==> src/rtl/tristate_bus_arbiter.sv <==
// tristate_bus_arbiter
//   Round-robin owner controller for a shared tri-state bus built from bufif1
//   drivers. Grants the bus to one requester at a time and drives that
//   requester's buffer enable. Between owners, every enable is held low for
//   TURNAROUND cycles plus the following idle evaluation cycle, so two
//   drivers can never overlap.
//
// Parameters
//   N_REQ       number of requesters (2..16)
//   TURNAROUND  all-off cycles after a release (>=1)
//   MAX_HOLD    max consecutive owned cycles before a forced release
//               (used only when ARB_TIMEOUT_EN is defined)
//
// Ports
//   clk      rising-edge clock
//   reset    synchronous, active-high reset
//   req      req[i]=1: requester i wants / keeps the bus
//   gnt      registered one-hot (or zero) grant
//   oe       buffer enables, identical to gnt
//   owner    index of the current owner, valid while busy=1
//   busy     1 while a grant is active
//   timeout  1-cycle pulse on a forced release (always 0 without the macro)
//
// Build option
//   ARB_TIMEOUT_EN : enables the MAX_HOLD forced-release timer.

module tristate_bus_arbiter #(
  parameter int unsigned N_REQ      = 4,
  parameter int unsigned TURNAROUND = 1,
  parameter int unsigned MAX_HOLD   = 8
) (
  input  logic                     clk,
  input  logic                     reset,
  input  logic [N_REQ-1:0]         req,
  output logic [N_REQ-1:0]         gnt,
  output logic [N_REQ-1:0]         oe,
  output logic [$clog2(N_REQ)-1:0] owner,
  output logic                     busy,
  output logic                     timeout
);

  localparam int unsigned OW = $clog2(N_REQ);
  localparam int unsigned TW = (TURNAROUND > 1) ? $clog2(TURNAROUND) : 1;

  if (N_REQ < 2 || N_REQ > 16 || TURNAROUND < 1 || MAX_HOLD < 1) begin : g_bad_params
    $error("tristate_bus_arbiter: parameter out of range");
  end

  typedef enum logic [1:0] {
    IDLE = 2'd0,
    OWN  = 2'd1,
    TURN = 2'd2
  } state_t;

  state_t           state, state_nx;
  logic [OW-1:0]    rr_ptr, rr_ptr_nx;
  logic [OW-1:0]    owner_nx, owner_inc;
  logic [OW-1:0]    winner, cand;
  logic             found;
  logic [N_REQ-1:0] gnt_nx;
  logic             busy_nx, timeout_nx;
  logic [TW-1:0]    turn_cnt, turn_cnt_nx;
  logic             owner_req;
  logic             force_rel;

  // Round-robin scan starting at rr_ptr; first requester found wins.
  always_comb begin
    winner = '0;
    found  = 1'b0;
    cand   = '0;
    for (int unsigned i = 0; i < N_REQ; i++) begin
      cand = OW'((32'(rr_ptr) + i) % N_REQ);
      if (!found && req[cand]) begin
        winner = cand;
        found  = 1'b1;
      end
    end
  end

  assign owner_req = req[owner];
  assign owner_inc = (owner == OW'(N_REQ - 1)) ? '0 : owner + OW'(1);

`ifdef ARB_TIMEOUT_EN
  localparam int unsigned HW = $clog2(MAX_HOLD + 1);

  logic [HW-1:0] hold_cnt;

  // hold_cnt holds the number of owned cycles so far: loaded with 1 on the
  // grant edge, so a release fires after exactly MAX_HOLD owned cycles.
  always_ff @(posedge clk) begin
    if (reset) begin
      hold_cnt <= '0;
    end else if (state == IDLE && found) begin
      hold_cnt <= HW'(1);
    end else if (state == OWN && hold_cnt != HW'(MAX_HOLD)) begin
      hold_cnt <= hold_cnt + HW'(1);
    end
  end

  // While owned, gnt is one-hot on the owner, so ~gnt masks the owner out.
  assign force_rel = (hold_cnt == HW'(MAX_HOLD)) && (|(req & ~gnt));
`else
  assign force_rel = 1'b0;
`endif

  always_comb begin
    state_nx    = state;
    gnt_nx      = gnt;
    owner_nx    = owner;
    busy_nx     = busy;
    timeout_nx  = 1'b0;
    rr_ptr_nx   = rr_ptr;
    turn_cnt_nx = turn_cnt;
    case (state)
      IDLE: begin
        if (found) begin
          gnt_nx   = N_REQ'(1) << winner;
          owner_nx = winner;
          busy_nx  = 1'b1;
          state_nx = OWN;
        end else begin
          gnt_nx  = '0;
          busy_nx = 1'b0;
        end
      end
      OWN: begin
        if (!owner_req || force_rel) begin
          gnt_nx      = '0;
          busy_nx     = 1'b0;
          rr_ptr_nx   = owner_inc;
          turn_cnt_nx = '0;
          state_nx    = TURN;
          timeout_nx  = force_rel & owner_req;
        end
      end
      TURN: begin
        gnt_nx  = '0;
        busy_nx = 1'b0;
        // Return to IDLE after TURNAROUND cycles; IDLE grants on the next edge.
        if (turn_cnt == TW'(TURNAROUND - 1)) begin
          state_nx = IDLE;
        end else begin
          turn_cnt_nx = turn_cnt + TW'(1);
        end
      end
      default: begin
        gnt_nx   = '0;
        busy_nx  = 1'b0;
        state_nx = IDLE;
      end
    endcase
  end

  always_ff @(posedge clk) begin
    if (reset) begin
      state    <= IDLE;
      gnt      <= '0;
      owner    <= '0;
      busy     <= 1'b0;
      timeout  <= 1'b0;
      rr_ptr   <= '0;
      turn_cnt <= '0;
    end else begin
      state    <= state_nx;
      gnt      <= gnt_nx;
      owner    <= owner_nx;
      busy     <= busy_nx;
      timeout  <= timeout_nx;
      rr_ptr   <= rr_ptr_nx;
      turn_cnt <= turn_cnt_nx;
    end
  end

  assign oe = gnt;

endmodule

==> config.mk <==
export PLATFORM = sky130hd
export DESIGN_NAME = tristate_bus_arbiter
export DESIGN_NICKNAME = d
export VERILOG_FILES = /design/src/rtl/tristate_bus_arbiter.sv
export SDC_FILE = /design/constraint.sdc
export NUM_CORES = 1
export LEC_CHECK = 0
export CAP_MARGIN = 10
export CELL_PAD_IN_SITES_DETAIL_PLACEMENT = 0
export CELL_PAD_IN_SITES_GLOBAL_PLACEMENT = 2
export CORE_ASPECT_RATIO = 1.5
export CORE_UTILIZATION = 25
export DETAILED_ROUTE_END_ITERATION = 10
export HOLD_SLACK_MARGIN = 0.12
export PLACE_DENSITY_LB_ADDON = 0.1
export SLEW_MARGIN = 20
export SYNTH_ARGS = -nofsm -noshare
export SYNTH_HDL_FRONTEND = slang
export SYNTH_SLANG_ARGS = --single-unit
==> constraint.sdc <==
create_clock -name clk -period 1.9 [get_ports clk]
set_input_delay 0.19 -clock clk [delete_from_list [all_inputs] [get_ports clk]]
set_output_delay 0.19 -clock clk [all_outputs]
set_load 0.02 [all_outputs]
==> flow_metrics.py, run 1 <==
metrics = {
    "critical_path": {
        "cp_max_fo": 4,
        "rr_endpoint": "rr_ptr[0]",
        "cp.arrival_ns": 1.40,
        "cp-start-kind": "flop",
        "slowest_stage": "clkdlybuf4s50_1",
        "critPathLaunch": "owner[0]",
        "crit_required_ns": 1.71,
        "rrSetupSlack_ns": 0.32,
        "path_cells": "buf_4 -> clkdlybuf4s50_1",
        "critPathKind": "flop to primary output",
        "endpoint": "owner[0]",
        "r2r-start": "owner[0]",
        "reg2reg_depth": 4,
        "cp-end-kind": "primary output",
        "max_stage_delay_ns": 0.61,
    },
    "place": {
        "port_buffers": 16,
        "globalplace.congestion": 0.7696,
        "dp_hpwl_um": 1053,
        "place_ws_ns": 0.01763,
        "placedCellCount": 94,
    },
    "die": {
        "coreArea_um2": 2077,
        "dieWidth_um": 40.84,
        "ioPinCount": 18,
        "dieArea_um2": 2460,
        "initial_core_util_pct": 27.23,
        "die_h_um": 60.25,
        "rows": 20,
    },
    "clock_network": {
        "clk_pin_slew_ns": 0.07,
        "cts-root-buf": "clkbuf_4",
        "post_cts_resized": 0,
        "clockBufferDepth": 2,
        "numCtsBuffers": 3,
        "cts_sinks": 11,
        "cts_tree": "done",
        "post_cts_buffers": 0,
        "hold_buffers": 0,
        "clock_latency_ns": 0.26,
        "htreeDepth": 1,
    },
    "global_routing": {
        "grt_pass1_vias": 479,
        "grt_pass1_wl_um": 2180,
        "grt.total_usage_pct": 13.48,
        "grt_max_degree": 9,
        "antenna_found_initial": 0,
        "grt_remaining_overflow": 0,
    },
    "logic_synthesis": {
        "synth_top_cell_area_share_pct": 38.94,
        "ys_top_cells_by_area": "dfxtp_1 (39%), a32o_1 (7.1%), buf_4 (6.6%)",
        "avgSynthCellArea_um2": 9.751,
        "syn_nets": 65,
        "yosysWarnings": 0,
        "synth_top_area_cell": "dfxtp_1",
        "ys_seq_area_share_pct": 38.94,
        "ys_ff_latch": 11,
        "synth.cell_area_um2": 565.5,
        "synth_cells": 58,
        "ys_types": 27,
    },
    "sta": {
        "min_period_over_period_pct": 83.92,
        "skew_ns": 0.007410,
        "worst_slack_ns": 0.3054,
        "slew_violations": 0,
        "hold_viol_final": 0,
        "fin_crit_ns": 1.595,
        "finalSetupViolations": 0,
        "fmax_ghz": 0.6271,
        "whs_ns": 0.4591,
        "setup_tns_ns": 0,
        "rsz0062_at_grt": "no",
    },
    "power": {
        "power.leakage_nw": 0.2962,
        "peakVddDrop_v": 0.0002993,
        "pwr_density_cell_nw_per_um2": 825.2,
    },
    "routing": {
        "drt-total-wl_um": 1301,
        "highest_layer": "met4",
        "drc": 0,
        "drt_iter0_drc": 11,
        "m1WireLength_um": 536,
        "ant_nets": 0,
        "firstDrtPassIters": 4,
        "met2_length_um": 691,
        "vias": 496,
        "wl_met3_um": 54,
        "wl_per_cell_um": 13.28,
        "routed_via_density": 5.061,
    },
    "flow_run": {
        "max_cap_violations": 0,
    },
    "run_status": {
        "outcome": "finished, final reports clean",
    },
    "finish": {
        "final_cell_mix": "clkdlybuf4s50_1 (16), dfxtp_1 (11), nor2_1 (6)",
        "final_common_cell": "clkdlybuf4s50_1",
        "final_cells": 98,
        "n_antenna_cell": 0,
        "final_core_util_pct": 36.93,
        "syn_to_final_growth_pct": 35.62,
        "drive_gt1_share_pct": 13.16,
        "nets": 84,
    },
    "hold_path": {
        "min_path_type": "flop to flop",
    },
}
cell type report:
| cell class | count | area [um^2] |
|---|---|---|
| Fill cell | 222 | 1310 |
| Multi-Input combinational cell | 40 | 299.0 |
| Sequential cell | 11 | 220.2 |
| Timing Repair Buffer | 20 | 190.2 |
| Tap cell | 22 | 27.53 |
| Clock buffer | 4 | 26.28 |
| Inverter | 1 | 3.754 |
worst min path at each step:
stage	start	end	slack, ns	cells past startpoint
floorplan	reset	owner[1]	0.26	1
global placement	busy	busy	0.44	1
detailed placement	busy	busy	0.45	1
CTS	busy	busy	0.47	1
global route	busy	busy	0.49	1
finish	busy	busy	0.46	1
where the power goes:
part | internal [mW] | switching, mW | total (mW)
Combinational | 0.105 | 0.0936 | 0.198
Clock | 0.0811 | 0.0797 | 0.161
Sequential | 0.253 | 0.0212 | 0.274
Total | 0.438 | 0.194 | 0.633
cells in the mapped netlist:
cell type and instances:
a22o_1 1, mux4_2 1, or3_1 1, a21o_1 2
conb_1 1, nand2b_1 2, ha_1 1, a32o_1 4
nor2b_1 4, a221o_1 1, nor3_1 1, or2_2 1
o22a_1 1, o22ai_1 1, nor2_1 6, o221ai_1 1
nand3b_1 1, a221oi_1 1, nand2_1 1, inv_1 1
a21oi_1 4, dfxtp_1 11, nor4_1 1, buf_4 5
mux2i_1 2, clkbuf_2 1, nor3b_4 1
sequential cells by signal, summed over array words and instances (netlist names):
register  flops
busy          1
gnt           4
owner         2
rr_ptr        2
state         2
logic make-up (layout without fill, tap and decap cells):
| group | after synthesis | count (layout) | synth area share (%) |
|---|---|---|---|
| AO/OA/AOI/OAI | 16 | 16 | 22.35 |
| AND/OR/NAND/NOR | 19 | 19 | 20.13 |
| flip-flops | 11 | 11 | 38.94 |
| multiplexers | 3 | 3 | 7.522 |
| adder cells (fa/ha/maj) | 1 | 1 | 2.212 |
| other | 1 | 1 | 0.6631 |
| buffers and inverters | 7 | 25 | 8.185 |
per-layer routing:
metal / up-vias / GRT usage [%]
met5: - / 0
met4: 0 / 8.571
met3: 2 / 2.230
met2: 19 / 22.10
met1: 229 / 15.03
li1: 246 / -
per-stage QoR:
stage                     total power [mW]  cell area, um^2
after CTS                           0.6442            767.0
after floorplan                     0.3976            565.5
after global placement              0.4798            740.7
after global routing                0.6825            767.0
after detailed placement            0.4793            740.7
final                               0.6329            767.0
worst max-delay path: cells and delay by family, from the launching register on:
| kind | cells | cell delay [ns] |
|---|---|---|
| flops | 1 | 0.39 |
| buf+inv | 2 | 0.76 |
Power figures use the tool's default switching activity.
==> run 2, diff against run 1 <==
- CORE_UTILIZATION: 25 -> 23
- clock period: 1.9 -> 1.4 ns (I/O delays scaled with it)
==> run 2 against run 1 <==
  * The flow now finishes with violations (setup timing)
  * Total power rose by 40%
  * Critical endpoint is now rr_ptr[0]
  * Worst setup slack got worse by 0.44 ns
  * Register-to-register slack worse by 0.46 ns
  * Clock skew is 0.0021 ns lower
  * Sequential cell count is the same
  * Clock power is 35% higher
  * Die area is 8.3% higher
  * First-iteration DRC count shrank 27%
  * Sequential share of layout area is 2.8 points lower
==> flow_metrics.py, run 2 (synthesis results as in run 1) <==
metrics = {
    "sta": {
        "fin_crit_ns": 1.537,
        "skew_ns": 0.005339,
        "rsz0062_at_grt": "yes",
        "slew_violations": 0,
        "min_period_over_period_pct": 109.8,
        "fmax_ghz": 0.6505,
        "hold_viol_final": 0,
        "finalSetupViolations": 7,
        "worst_slack_ns": -0.1372,
    },
    "place": {
        "place_ws_ns": -0.4402,
        "placedCellCount": 102,
        "port_buffers": 16,
        "globalplace.congestion": 0.7894,
        "placed_area_um2": 800.8,
        "dp_hpwl_um": 1131,
    },
    "critical_path": {
        "critPathLaunch": "owner[0]",
        "crit_required_ns": 1.57,
        "cp_max_fo": 3,
        "r2r-start": "owner[0]",
        "rrSetupSlack_ns": -0.14,
        "critPathTopFamily": "multiplexers",
        "critPathKind": "flop to flop",
        "cp-end-kind": "flop",
        "critPathBufInv": 0,
        "cp-start-kind": "flop",
        "path_cells": "mux4_2 -> nor3b_4 -> mux2i_1 -> nor2_1",
        "max_stage_delay_ns": 0.54,
        "slowest_stage": "mux4_2",
        "cp.arrival_ns": 1.70,
    },
    "finish": {
        "largest_register_ffs": 4,
        "regArea_um2": 224.0,
        "drive_gt1_share_pct": 27.38,
        "regMostFlops": "gnt",
        "stdcell_area_um2": 864.6,
        "final_cells": 107,
        "multi_input_area_um2": 322.8,
        "final_cell_mix": "buf_4 (12), dfxtp_1 (10), dlymetal6s2s_1 (6)",
        "n_antenna_cell": 0,
        "syn_to_final_growth_pct": 52.88,
        "fillers": 243,
        "nets": 92,
        "final_common_cell": "buf_4",
    },
    "clock_network": {
        "numCtsBuffers": 3,
        "htreeDepth": 1,
        "cts_tree": "done",
        "cts_sinks": 11,
        "clockBufferDepth": 2,
        "cts-root-buf": "clkbuf_4",
        "clk_pin_slew_ns": 0.07,
        "clock_latency_ns": 0.27,
    },
    "die": {
        "dieWidth_um": 42.49,
        "die_h_um": 62.73,
        "ioPinCount": 18,
        "dieArea_um2": 2665,
        "coreArea_um2": 2286,
        "initial_core_util_pct": 24.74,
        "rows": 21,
    },
    "flow_run": {
        "max_cap_violations": 0,
    },
    "global_routing": {
        "grt_remaining_overflow": 0,
        "grt_pass1_vias": 504,
        "grt_pass1_wl_um": 2242,
        "grt_max_degree": 7,
        "antenna_found_initial": 0,
        "grt.total_usage_pct": 11.54,
    },
    "power": {
        "p_sw_share_pct": 31.12,
        "comb_power_share_pct": 33.6,
        "power.leakage_nw": 0.4566,
        "pwr_density_cell_nw_per_um2": 1026,
        "p_clk_share_pct": 24.6,
        "p_seq_share_pct": 41.8,
        "peakVddDrop_v": 0.0004150,
        "switchingPower_mw": 0.2761,
        "internal-power_mw": 0.6111,
    },
    "hold_path": {
        "min_path_type": "flop to flop",
        "hp-start": "busy",
    },
    "routing": {
        "wl_per_cell_um": 12.87,
        "drt_iter0_drc": 8,
        "drt-total-wl_um": 1377,
        "vias": 527,
        "drc": 0,
        "firstDrtPassIters": 3,
        "routed_via_density": 4.925,
        "ant_nets": 0,
    },
    "run_status": {
        "outcome": "finished with violations",
        "violations": "setup timing",
    },
}
run 2: repair_timing:
action / CTS / global route
buffers inserted: 2 / 0
pin swaps: 1 / 0
hold buffers: 0 / 0
gates resized for setup: 11 / 6
setup endpoints to repair: 12 / 17
run 2: metal layers:
layer	GRT usage (%)	vias to the layer above	share of wire [%]
met5	0	-	0
met4	8.203	0	3.0
met3	1.734	4	3.7
met2	19.42	13	52
met1	12.75	242	41
li1	-	268	-
run 2: area by class of cell:
type | instances | area share, %
inverters | 1 | 0.4342
clock buffers | 4 | 3.039
flip-flops and latches | 11 | 25.90
multi-input cells | 40 | 37.34
well taps | 23 | 3.329
repair buffers | 28 | 29.96
run 2: worst paths after layout:
path,cells past startpoint,endpoint
max,4,rr_ptr[0]
min,1,busy
max reg2reg,4,rr_ptr[0]
min reg2reg,1,busy
run 2: through the flow:
step / utilization [%] / hold WS, ns / power (mW) / setup TNS (ns)
after detailed placement: 35.03 / 0.4556 / 0.6710 / -3.903
final: 37.82 / 0.4633 / 0.8872 / -0.5671
after global placement: 35.03 / 0.4607 / 0.6727 / -3.623
after floorplan: - / 0.2091 / 0.5415 / -0.2843
after CTS: 37.66 / 0.4755 / 0.9049 / -0.6644
after global routing: 37.82 / 0.4996 / 0.9353 / -1.125
run 2: power by group through the flow:
| stage | combinational (mW) | sequential [mW] | clock (mW) |
|---|---|---|---|
| 2_1_floorplan | 0.144 | 0.398 | 0 |
| 3_3_place_gp | 0.293 | 0.380 | 0 |
| 3_5_place_dp | 0.292 | 0.379 | 0 |
| 4_1_cts | 0.310 | 0.372 | 0.223 |
| 5_1_grt | 0.322 | 0.376 | 0.238 |
| 6_report | 0.298 | 0.371 | 0.218 |
